<file path="config.mk">
export PLATFORM = sky130hd
export DESIGN_NAME = bitty_exec_unit
export DESIGN_NICKNAME = d
export VERILOG_FILES = /design/src/rtl/bitty_exec_unit.sv
export SDC_FILE = /design/constraint.sdc
export NUM_CORES = 1
export LEC_CHECK = 0
export CAP_MARGIN = 15
export CORE_ASPECT_RATIO = 0.9
export CORE_MARGIN = 5
export CORE_UTILIZATION = 40
export CTS_CLUSTER_SIZE = 12
export DETAILED_ROUTE_END_ITERATION = 7
export PLACE_DENSITY_LB_ADDON = 0.25
export SLEW_MARGIN = 40
export SYNTH_ARGS = -nofsm -noshare
export SYNTH_HDL_FRONTEND = slang
export SYNTH_SLANG_ARGS = --single-unit
</file>
<file path="constraint.sdc">
create_clock -name i_clk -period 5.5 [get_ports i_clk]
set_clock_uncertainty 0.15 [all_clocks]
set_input_delay 1.65 -clock i_clk [delete_from_list [all_inputs] [get_ports i_clk]]
set_output_delay 1.65 -clock i_clk [all_outputs]
set_load 0.05 [all_outputs]
</file>
<file path="src/rtl/bitty_exec_unit.sv">
// ============================================================================
// bitty_exec_unit
// ----------------------------------------------------------------------------
// Multi-cycle execute engine for the bitty core. It holds a 2**REG_AW x DATA_W
// register file, the S (operand A) and C (result) staging registers, and a
// 74181-style ALU. One instruction is accepted per run/busy/done handshake.
// The result is written back to register Rx.
//
// Instruction layout, MSB to LSB:
//   {rx[REG_AW], ry[REG_AW], rsvd[2:0], sel[3:0], mode, fmt[1:0]}
//
// Ports:
//   i_clk        single clock; all state changes on the rising edge
//   i_rst_n      asynchronous active-low reset
//   i_run        start request; sampled only while idle
//   i_instr      instruction word, captured together with i_run
//   o_busy       high from the accept edge until the writeback edge
//   o_done       one-cycle pulse after the writeback edge
//   o_carry      ALU carry of the last executed legal instruction
//   o_compare    (S == B) of the last executed legal instruction
//   o_illegal    the last instruction had an unsupported format
//   i_dbg_addr   debug register select
//   o_dbg_data   combinational read of reg[i_dbg_addr]
//
// Build option:
//   BITTY_IMM_EN  when defined, fmt 01 selects immediate mode, where
//                 B = zero-extended {ry, rsvd}. When undefined, fmt 01 is
//                 treated as illegal and no immediate mux is built.
// ============================================================================
module bitty_exec_unit #(
    parameter  int DATA_W  = 16,
    parameter  int REG_AW  = 3,
    localparam int INSTR_W = 2*REG_AW + 10
) (
    input  logic               i_clk,
    input  logic               i_rst_n,
    input  logic               i_run,
    input  logic [INSTR_W-1:0] i_instr,
    output logic               o_busy,
    output logic               o_done,
    output logic               o_carry,
    output logic               o_compare,
    output logic               o_illegal,
    input  logic [REG_AW-1:0]  i_dbg_addr,
    output logic [DATA_W-1:0]  o_dbg_data
);

    localparam int NUM_REGS = 1 << REG_AW;
    localparam logic [DATA_W-1:0] ONE = DATA_W'(1);

    typedef enum logic [1:0] {
        ST_IDLE,
        ST_LOAD_S,
        ST_EXEC,
        ST_WB
    } state_t;

    state_t              r_state;
    logic [INSTR_W-1:0]  r_ir;
    logic [DATA_W-1:0]   r_regs [NUM_REGS];
    logic [DATA_W-1:0]   r_s;
    logic [DATA_W-1:0]   r_c;
    logic                r_busy;
    logic                r_done;
    logic                r_carry;
    logic                r_compare;
    logic                r_illegal;

    logic [REG_AW-1:0]   w_rx;
    logic [REG_AW-1:0]   w_ry;
    logic [2:0]          w_rsvd;
    logic [3:0]          w_sel;
    logic                w_mode;
    logic [1:0]          w_fmt;
    logic                w_legal;
    logic [DATA_W-1:0]   w_b;

    logic [DATA_W-1:0]   w_addX;
    logic [DATA_W-1:0]   w_addY;
    logic                w_useSum;
    logic [DATA_W-1:0]   w_aluRes;
    logic [DATA_W:0]     w_sum;
    logic [DATA_W-1:0]   w_result;
    logic                w_carryOut;

    // All fields are decoded from the latched IR. This keeps the sequencer
    // free to change i_instr while an instruction is in flight.
    assign w_rx   = r_ir[INSTR_W-1 -: REG_AW];
    assign w_ry   = r_ir[INSTR_W-REG_AW-1 -: REG_AW];
    assign w_rsvd = r_ir[9:7];
    assign w_sel  = r_ir[6:3];
    assign w_mode = r_ir[2];
    assign w_fmt  = r_ir[1:0];

`ifdef BITTY_IMM_EN
    // The immediate is {ry, rsvd}. It is widened before truncation so that
    // narrow DATA_W builds still elaborate cleanly.
    logic [DATA_W+REG_AW+2:0] w_immWide;
    assign w_immWide = {{DATA_W{1'b0}}, w_ry, w_rsvd};
    assign w_legal   = (w_fmt == 2'b00) || (w_fmt == 2'b01);
    assign w_b       = (w_fmt == 2'b01) ? w_immWide[DATA_W-1:0] : r_regs[w_ry];
`else
    // The reserved bits only carry meaning in immediate builds.
    logic w_unusedRsvd;
    assign w_unusedRsvd = ^w_rsvd;
    assign w_legal      = (w_fmt == 2'b00);
    assign w_b          = r_regs[w_ry];
`endif

    // 74181 function table with carry-in 0, using active-high data.
    // Forms that add two operands go through one shared DATA_W+1 adder,
    // so the carry is that adder's top bit. Decrement and subtract forms
    // wrap, and their carry reads as 0.
    always_comb begin
        w_addX   = '0;
        w_addY   = '0;
        w_useSum = 1'b0;
        w_aluRes = '0;
        if (w_mode) begin
            case (w_sel)
                4'b0000: w_aluRes = ~r_s;
                4'b0001: w_aluRes = ~(r_s | w_b);
                4'b0010: w_aluRes = ~r_s & w_b;
                4'b0011: w_aluRes = '0;
                4'b0100: w_aluRes = ~(r_s & w_b);
                4'b0101: w_aluRes = ~w_b;
                4'b0110: w_aluRes = r_s ^ w_b;
                4'b0111: w_aluRes = r_s & ~w_b;
                4'b1000: w_aluRes = ~r_s | w_b;
                4'b1001: w_aluRes = ~(r_s ^ w_b);
                4'b1010: w_aluRes = w_b;
                4'b1011: w_aluRes = r_s & w_b;
                4'b1100: w_aluRes = '1;
                4'b1101: w_aluRes = r_s | ~w_b;
                4'b1110: w_aluRes = r_s | w_b;
                default: w_aluRes = r_s;
            endcase
        end else begin
            case (w_sel)
                4'b0000: w_aluRes = r_s;
                4'b0001: w_aluRes = r_s | w_b;
                4'b0010: w_aluRes = r_s | ~w_b;
                4'b0011: w_aluRes = '1;
                4'b0100: begin w_useSum = 1'b1; w_addX = r_s;         w_addY = r_s & ~w_b; end
                4'b0101: begin w_useSum = 1'b1; w_addX = r_s | w_b;   w_addY = r_s & ~w_b; end
                4'b0110: w_aluRes = r_s - w_b - ONE;
                4'b0111: w_aluRes = (r_s & ~w_b) - ONE;
                4'b1000: begin w_useSum = 1'b1; w_addX = r_s;         w_addY = r_s & w_b;  end
                4'b1001: begin w_useSum = 1'b1; w_addX = r_s;         w_addY = w_b;        end
                4'b1010: begin w_useSum = 1'b1; w_addX = r_s | ~w_b;  w_addY = r_s & w_b;  end
                4'b1011: w_aluRes = (r_s & w_b) - ONE;
                4'b1100: begin w_useSum = 1'b1; w_addX = r_s;         w_addY = r_s;        end
                4'b1101: begin w_useSum = 1'b1; w_addX = r_s | w_b;   w_addY = r_s;        end
                4'b1110: begin w_useSum = 1'b1; w_addX = r_s | ~w_b;  w_addY = r_s;        end
                default: w_aluRes = r_s - ONE;
            endcase
        end
    end

    assign w_sum      = {1'b0, w_addX} + {1'b0, w_addY};
    assign w_result   = w_useSum ? w_sum[DATA_W-1:0] : w_aluRes;
    assign w_carryOut = w_useSum & w_sum[DATA_W];

    // Sequencer, datapath registers and register file in one block.
    // Reset aborts any instruction in flight: nothing is written back and
    // o_done does not pulse.
    // An illegal instruction still takes the full four-cycle path. This
    // keeps the handshake timing identical for every instruction.
    always_ff @(posedge i_clk or negedge i_rst_n) begin
        if (!i_rst_n) begin
            r_state   <= ST_IDLE;
            r_ir      <= '0;
            r_s       <= '0;
            r_c       <= '0;
            r_busy    <= 1'b0;
            r_done    <= 1'b0;
            r_carry   <= 1'b0;
            r_compare <= 1'b0;
            r_illegal <= 1'b0;
            for (int i = 0; i < NUM_REGS; i++) begin
                r_regs[i] <= '0;
            end
        end else begin
            r_done <= 1'b0;
            case (r_state)
                ST_IDLE: begin
                    if (i_run) begin
                        r_ir    <= i_instr;
                        r_busy  <= 1'b1;
                        r_state <= ST_LOAD_S;
                    end
                end
                ST_LOAD_S: begin
                    r_s     <= r_regs[w_rx];
                    r_state <= ST_EXEC;
                end
                ST_EXEC: begin
                    if (w_legal) begin
                        r_c       <= w_result;
                        r_carry   <= w_carryOut;
                        r_compare <= (r_s == w_b);
                        r_illegal <= 1'b0;
                    end else begin
                        r_illegal <= 1'b1;
                    end
                    r_state <= ST_WB;
                end
                default: begin
                    if (w_legal) begin
                        r_regs[w_rx] <= r_c;
                    end
                    r_busy  <= 1'b0;
                    r_done  <= 1'b1;
                    r_state <= ST_IDLE;
                end
            endcase
        end
    end

    assign o_busy     = r_busy;
    assign o_done     = r_done;
    assign o_carry    = r_carry;
    assign o_compare  = r_compare;
    assign o_illegal  = r_illegal;
    assign o_dbg_data = r_regs[i_dbg_addr];

endmodule
</file>
# Yosys cells after proc, flatten, opt, wreduce, memory -nomap -nowiden
# Cells that the tools add are included.
[op_classes]
bitwise = 18
n_eq_ne = 18
magnitude_cmp = 4
add_sub_neg = 6
reduce_logical = 17
n_mux = 28
[ops]
columns = ["op", "count"]
rows = [
  ["case mux 16 bit (15 select lines)", 1],
  ["2-to-1 mux 16 bit", 11],
  ["binary-select mux 16 bit (select 3 bit)", 3],
  ["bitwise mux 128 bit", 1],
  ["case mux 16 bit (8 select lines)", 1],
  ["inverter 16 bit", 5],
  ["case mux 16 bit (4 select lines)", 1],
  ["subtractor 16 x 1 -> 16 bit (second input constant)", 4],
  ["bitwise AND 16 bit", 3],
  ["demux 16 bit (select 3 bit)", 1],
  ["OR 16 bit", 3],
  ["case mux 16 bit (3 select lines)", 1],
  ["equality test 4 bit (second input constant)", 7],
  ["adder 16 x 16 -> 17 bit", 1],
  ["equality test 16 bit", 1],
  ["equality test 4 x 3 -> 1 bit (second input constant)", 4],
  ["subtractor 16 bit", 1],
  ["XOR 16 bit", 1],
  ["greater-or-equal comparator 4 bit (second input constant)", 3],
  ["inverter 3 -> 4 bit", 3],
  ["OR reduction 2 bit", 5],
  ["equality test 4 x 2 -> 1 bit (second input constant)", 2],
  ["AND reduction 2 bit", 4],
  ["OR reduction 8 bit", 1],
  ["other kinds (16)", 23],
]
[totals]
reg_bits = 183
input_bits = 22

# Logic depth before layout (Yosys ltp)
[logic_depth]
word_depth = 10
mapped_depth = 22

# Least setup slack after synthesis
# No wires, ideal clock.
[synth_path]
path_type = "input port to output port"
startpoint = "in i_dbg_addr[0]"
endpoint = "out o_dbg_data[0]"
setup_slack_ns = 0.344
path_buffers = 2
arrival_ns = 3.356
cell_stages = 4
cell_sequence = "clkbuf_1 -> buf_1 -> mux4_2 -> mux2_2"
[synth_between]
elab_chain_len = 4
[synth_lines]
columns = ["item", "line", "source"]
rows = [
  ["start: declaration", "44", "input logic [REG_AW-1:0] i_dbg_addr,"],
  ["inverter 3 -> 4 bit (not written as such)", "225", "assign o_dbg_data = r_regs[i_dbg_addr];"],
  ["binary-select mux 16 bit (select 3 bit)", "225", ""],
  ["2-to-1 mux 16 bit (not written as such) (2 in a row)", "225", ""],
  ["end: declaration", "45", "output logic [DATA_W-1:0] o_dbg_data"],
]
# No other way between the ends. The select of a mux whose other input is x is not followed.

# Worst setup path after layout
[layout_path]
startpoint = "reg r_ir[10]"
endpoint = "reg r_c[15]"
[layout_between]
elab_chain_len = 10
elab_cells_between_ends = 28
classes_between = "5 x add/sub; 11 x mux; 12 x bitwise"
[layout_lines]
columns = ["item", "line", "source"]
rows = [
  ["start: declaration", "59", "logic [INSTR_W-1:0] r_ir;"],
  ["start signal: assignment", "188", "r_ir <= i_instr;"],
  ["inverter 3 -> 4 bit (not written as such) (*)", "107", "assign w_b = r_regs[w_ry];"],
  ["binary-select mux 16 bit (select 3 bit) (*)", "107", ""],
  ["2-to-1 mux 16 bit (not written as such) (*) (2 in a row)", "107", ""],
  ["parallel branches: the longest is 5 deep, another holds subtractor 16 bit", "--", ""],
  ["2-to-1 mux 16 bit (*)", "161", "assign w_result = w_useSum ? w_sum[DATA_W-1:0] : w_aluRes;"],
  ["end signal: assignment", "199", "r_c <= w_result;"],
  ["end: declaration", "62", "logic [DATA_W-1:0] r_c;"],
]
# Every way passes the cells marked *. The select of a mux whose other input is x is not followed.
# A chain may end at the register's enable or synchronous reset.

==> metrics <==
Total GRT Usage 26.0%; CTS Buf Count 17; EDFF count, synth 0; Sequential Area 4510 sq um; Die Ht 201 microns; Crit Path Category flop to flop; ANT nets after route 0; period utilisation layout 95.5%; number of cell rows 69; top cells by count, synth dfrtp_1 (180), mux2_2 (166), a21oi_1 (152); Core Region 39700 sq um; CP required 5680 ps; RSZ-0062 raised after global routing false; Worst setup SP type flop; Synth warnings 0; synthesized instance count 1705; first-pass GRT wire length 89900 microns; Final setup violation count 0; Worst Setup SP r_ir[10]$_DFFE_PN0P_; #FFs+latches synth 180; count leader, synth dfrtp_1; share of layout cells above drive strength 1 23.5%; area delta synth->final 10.0%; Max-slew headroom ~33%; Pins Over Slew Limit 0; Seq/Total Area, Yosys 27.9%; asr flop ratio synth 100%; largest net degree at the start of global routing 89; Post-Syn Area per Cell 9.48 sq um; LEAKAGE roughly 7.5 nW; gpl congestion ~1.0; Reg2Reg Depth 18; via/cell ratio between 6 and 7; nets 1811; distinct cell type count after synthesis 88; final core occ 44.8%; root buffer cell clkbuf_16; # diodes 0; drt pass-1 iters 6; HP Start o_illegal$_DFFE_PN0P_; Reg clk slew, reported paths roughly 70 ps; H-tree Lvls 4; CTS max path bufs 2; Clock Latency Late Sink 450 ps; number of global-route vias before repair 13900; CTS tree yes; status completed; Overall Power 0.0129 W; worst reg2reg path endpoint r_c[15]$_DFFE_PN0P_; Final Hold Vio Count 0; Worst setup EP type flop; maximum VDD drop 0.395 mV; Data arrival, critical path approximately 5400 ps; die width 222 microns; area of the multi-input gates 10900 sq um; wirelength, routed 60000 microns; PwrDens 726 nW/um^2; DR WL/cell 26.9 microns; Num Clock Sinks 180; initial antenna violation count 2; Synth area leaders dfrtp_1 (28%), mux2_2 (12%), mux4_2 (10%), ha_1 (7.5%), a21oi_1 (4.7%); Initial Util about two fifths; min Tclk post-route 5250 ps; hold path depth 2; worst hold endpoint o_illegal$_DFFE_PN0P_; vias between 10000 and 15000; Iter 0 DRT Violations between 1500 and 2000; Yosys top cell area share 27.9%; Worst Path Max Fanout 11; setup_tns 0 ps; syn nets 1826; GRT overflow 0; dominant synthesized flop cell dfrtp_1; die area 44500 sq um; Ports 43; drt drc 0; Fill cells 3856; cell accounting for the most synthesized area dfrtp_1; synthesized area 16200 sq um; fmax 0.190 GHz; reg-to-reg slack, setup 250 ps; # port buffers 39; Max-cap violations 0; Detailed Place HPWL between 40000 and 50000 microns; Hold Path Class flop to flop; hold buffers post-CTS 0; Tightest Pin Transition approximately 1000 ps; Worst R2R Start r_ir[10]$_DFFE_PN0P_
-- state kept, by name, indices dropped and copies added, names as in the netlist --
| register | count |
|---|---|
| r_regs | 128 |
| r_c | 16 |
| r_s | 16 |
| r_ir | 13 |
| r_state | 2 |
| o_busy | 1 |
| o_carry | 1 |
| o_compare | 1 |
| o_done | 1 |
| o_illegal | 1 |
-- how the worst max path moves through the flow --
stage	to	cells after the start	slack (ps)
global placement	r_c[15]$_DFFE_PN0P_	18	410
detailed placement	r_c[15]$_DFFE_PN0P_	18	350
global route	r_c[15]$_DFFE_PN0P_	18	60
floorplan	o_dbg_data[0]	4	340
CTS	r_c[15]$_DFFE_PN0P_	18	330
finish	r_c[15]$_DFFE_PN0P_	18	250
-- area by class of cell --
class	count	area share, %
Clock buffer	19	2.49
Clock inverter	13	0.823
Inverter	64	1.35
Multi-Input combinational cell	1320	61.0
Sequential cell	180	25.4
Tap cell	532	3.74
Timing Repair Buffer	107	5.16
-- where the power goes --
| group | internal, W | switching [W] |
|---|---|---|
| registers | 0.00186 | 0.000869 |
| logic | 0.00345 | 0.00548 |
| clock network | 0.000689 | 0.000556 |
| total | 0.00600 | 0.00691 |
-- repair_timing --
| action | CTS | global route |
|---|---|---|
| endpoints found under the setup margin | 0 | 1 |
| buffers inserted | 0 | 0 |
| gates resized for setup | 0 | 1 |
-- logic make-up (layout without fill, tap and decap cells) --
logic type                 Yosys count  after routing  synth area share [%]
AOI/OAI and AO/OA                  520            520                  21.3
DFF                                180            180                  27.9
adders and majority gates           99             99                  7.76
xor gates and xnor gates            30             30                  1.67
muxes                              276            276                  24.1
buffers and inverters              205            203                  5.36
and+or+nand+nor                    395            395                  11.9
-- placed cells by master, fill, tap and decap left out, drive strengths merged, types with 16 or more instances in the layout --
cell type / synthesis / layout
a21oi: 153 / 153
a221oi: 25 / 25
a222oi: 19 / 19
a22oi: 30 / 30
a31oi: 17 / 17
buf: 59 / 85
clkbuf: 82 / 20
clkdlybuf4s50: 0 / 21
dfrtp: 180 / 180
ha: 97 / 97
inv: 64 / 69
mux2: 166 / 166
mux2i: 36 / 36
mux4: 74 / 74
nand2: 105 / 105
nand3: 19 / 19
nand3b: 23 / 23
nor2: 136 / 136
nor2b: 16 / 16
nor3: 27 / 27
o21ai: 104 / 104
o22ai: 33 / 33
xnor2: 16 / 16
-- stage by stage --
| step | instances | worst slack [ps] | area, sq um | hold WS, ps |
|---|---|---|---|---|
| 2_1_floorplan | 1705 | 344 | 16200 | 330 |
| 3_3_place_gp | 2202 | 407 | 17100 | 332 |
| 3_5_place_dp | 2202 | 353 | 17200 | 344 |
| 4_1_cts | 2234 | 328 | 17700 | 362 |
| 5_1_grt | 2235 | 56.2 | 17800 | 371 |
| 6_report | 2235 | 246 | 17800 | 354 |
-- layer usage --
metal  GRT usage, %  share of wire [%]  up-vias
met1           37.2                 42     7340
met3           6.27                 11      186
met2           38.0                 43      936
met5              0              0.022        -
li1               -                  -     6449
met4           10.2                3.9        2
-- worst max-delay path, stage by stage (launching register included) --
cell and delay (ps):
dfrtp_4 560, mux4_2 520, mux2i_1 170, buf_4 220, inv_1 100, ha_1 240
a222oi_1 270, o21ai_0 290, nand2_1 200, inv_1 60, ha_1 300, a211oi_1 400
o21ai_0 300, nand4_1 170, nand4b_1 150, o31a_1 280, xor2_1 150, a2111o_1 410
o22a_1 190
Power figures use the tool's default switching activity.
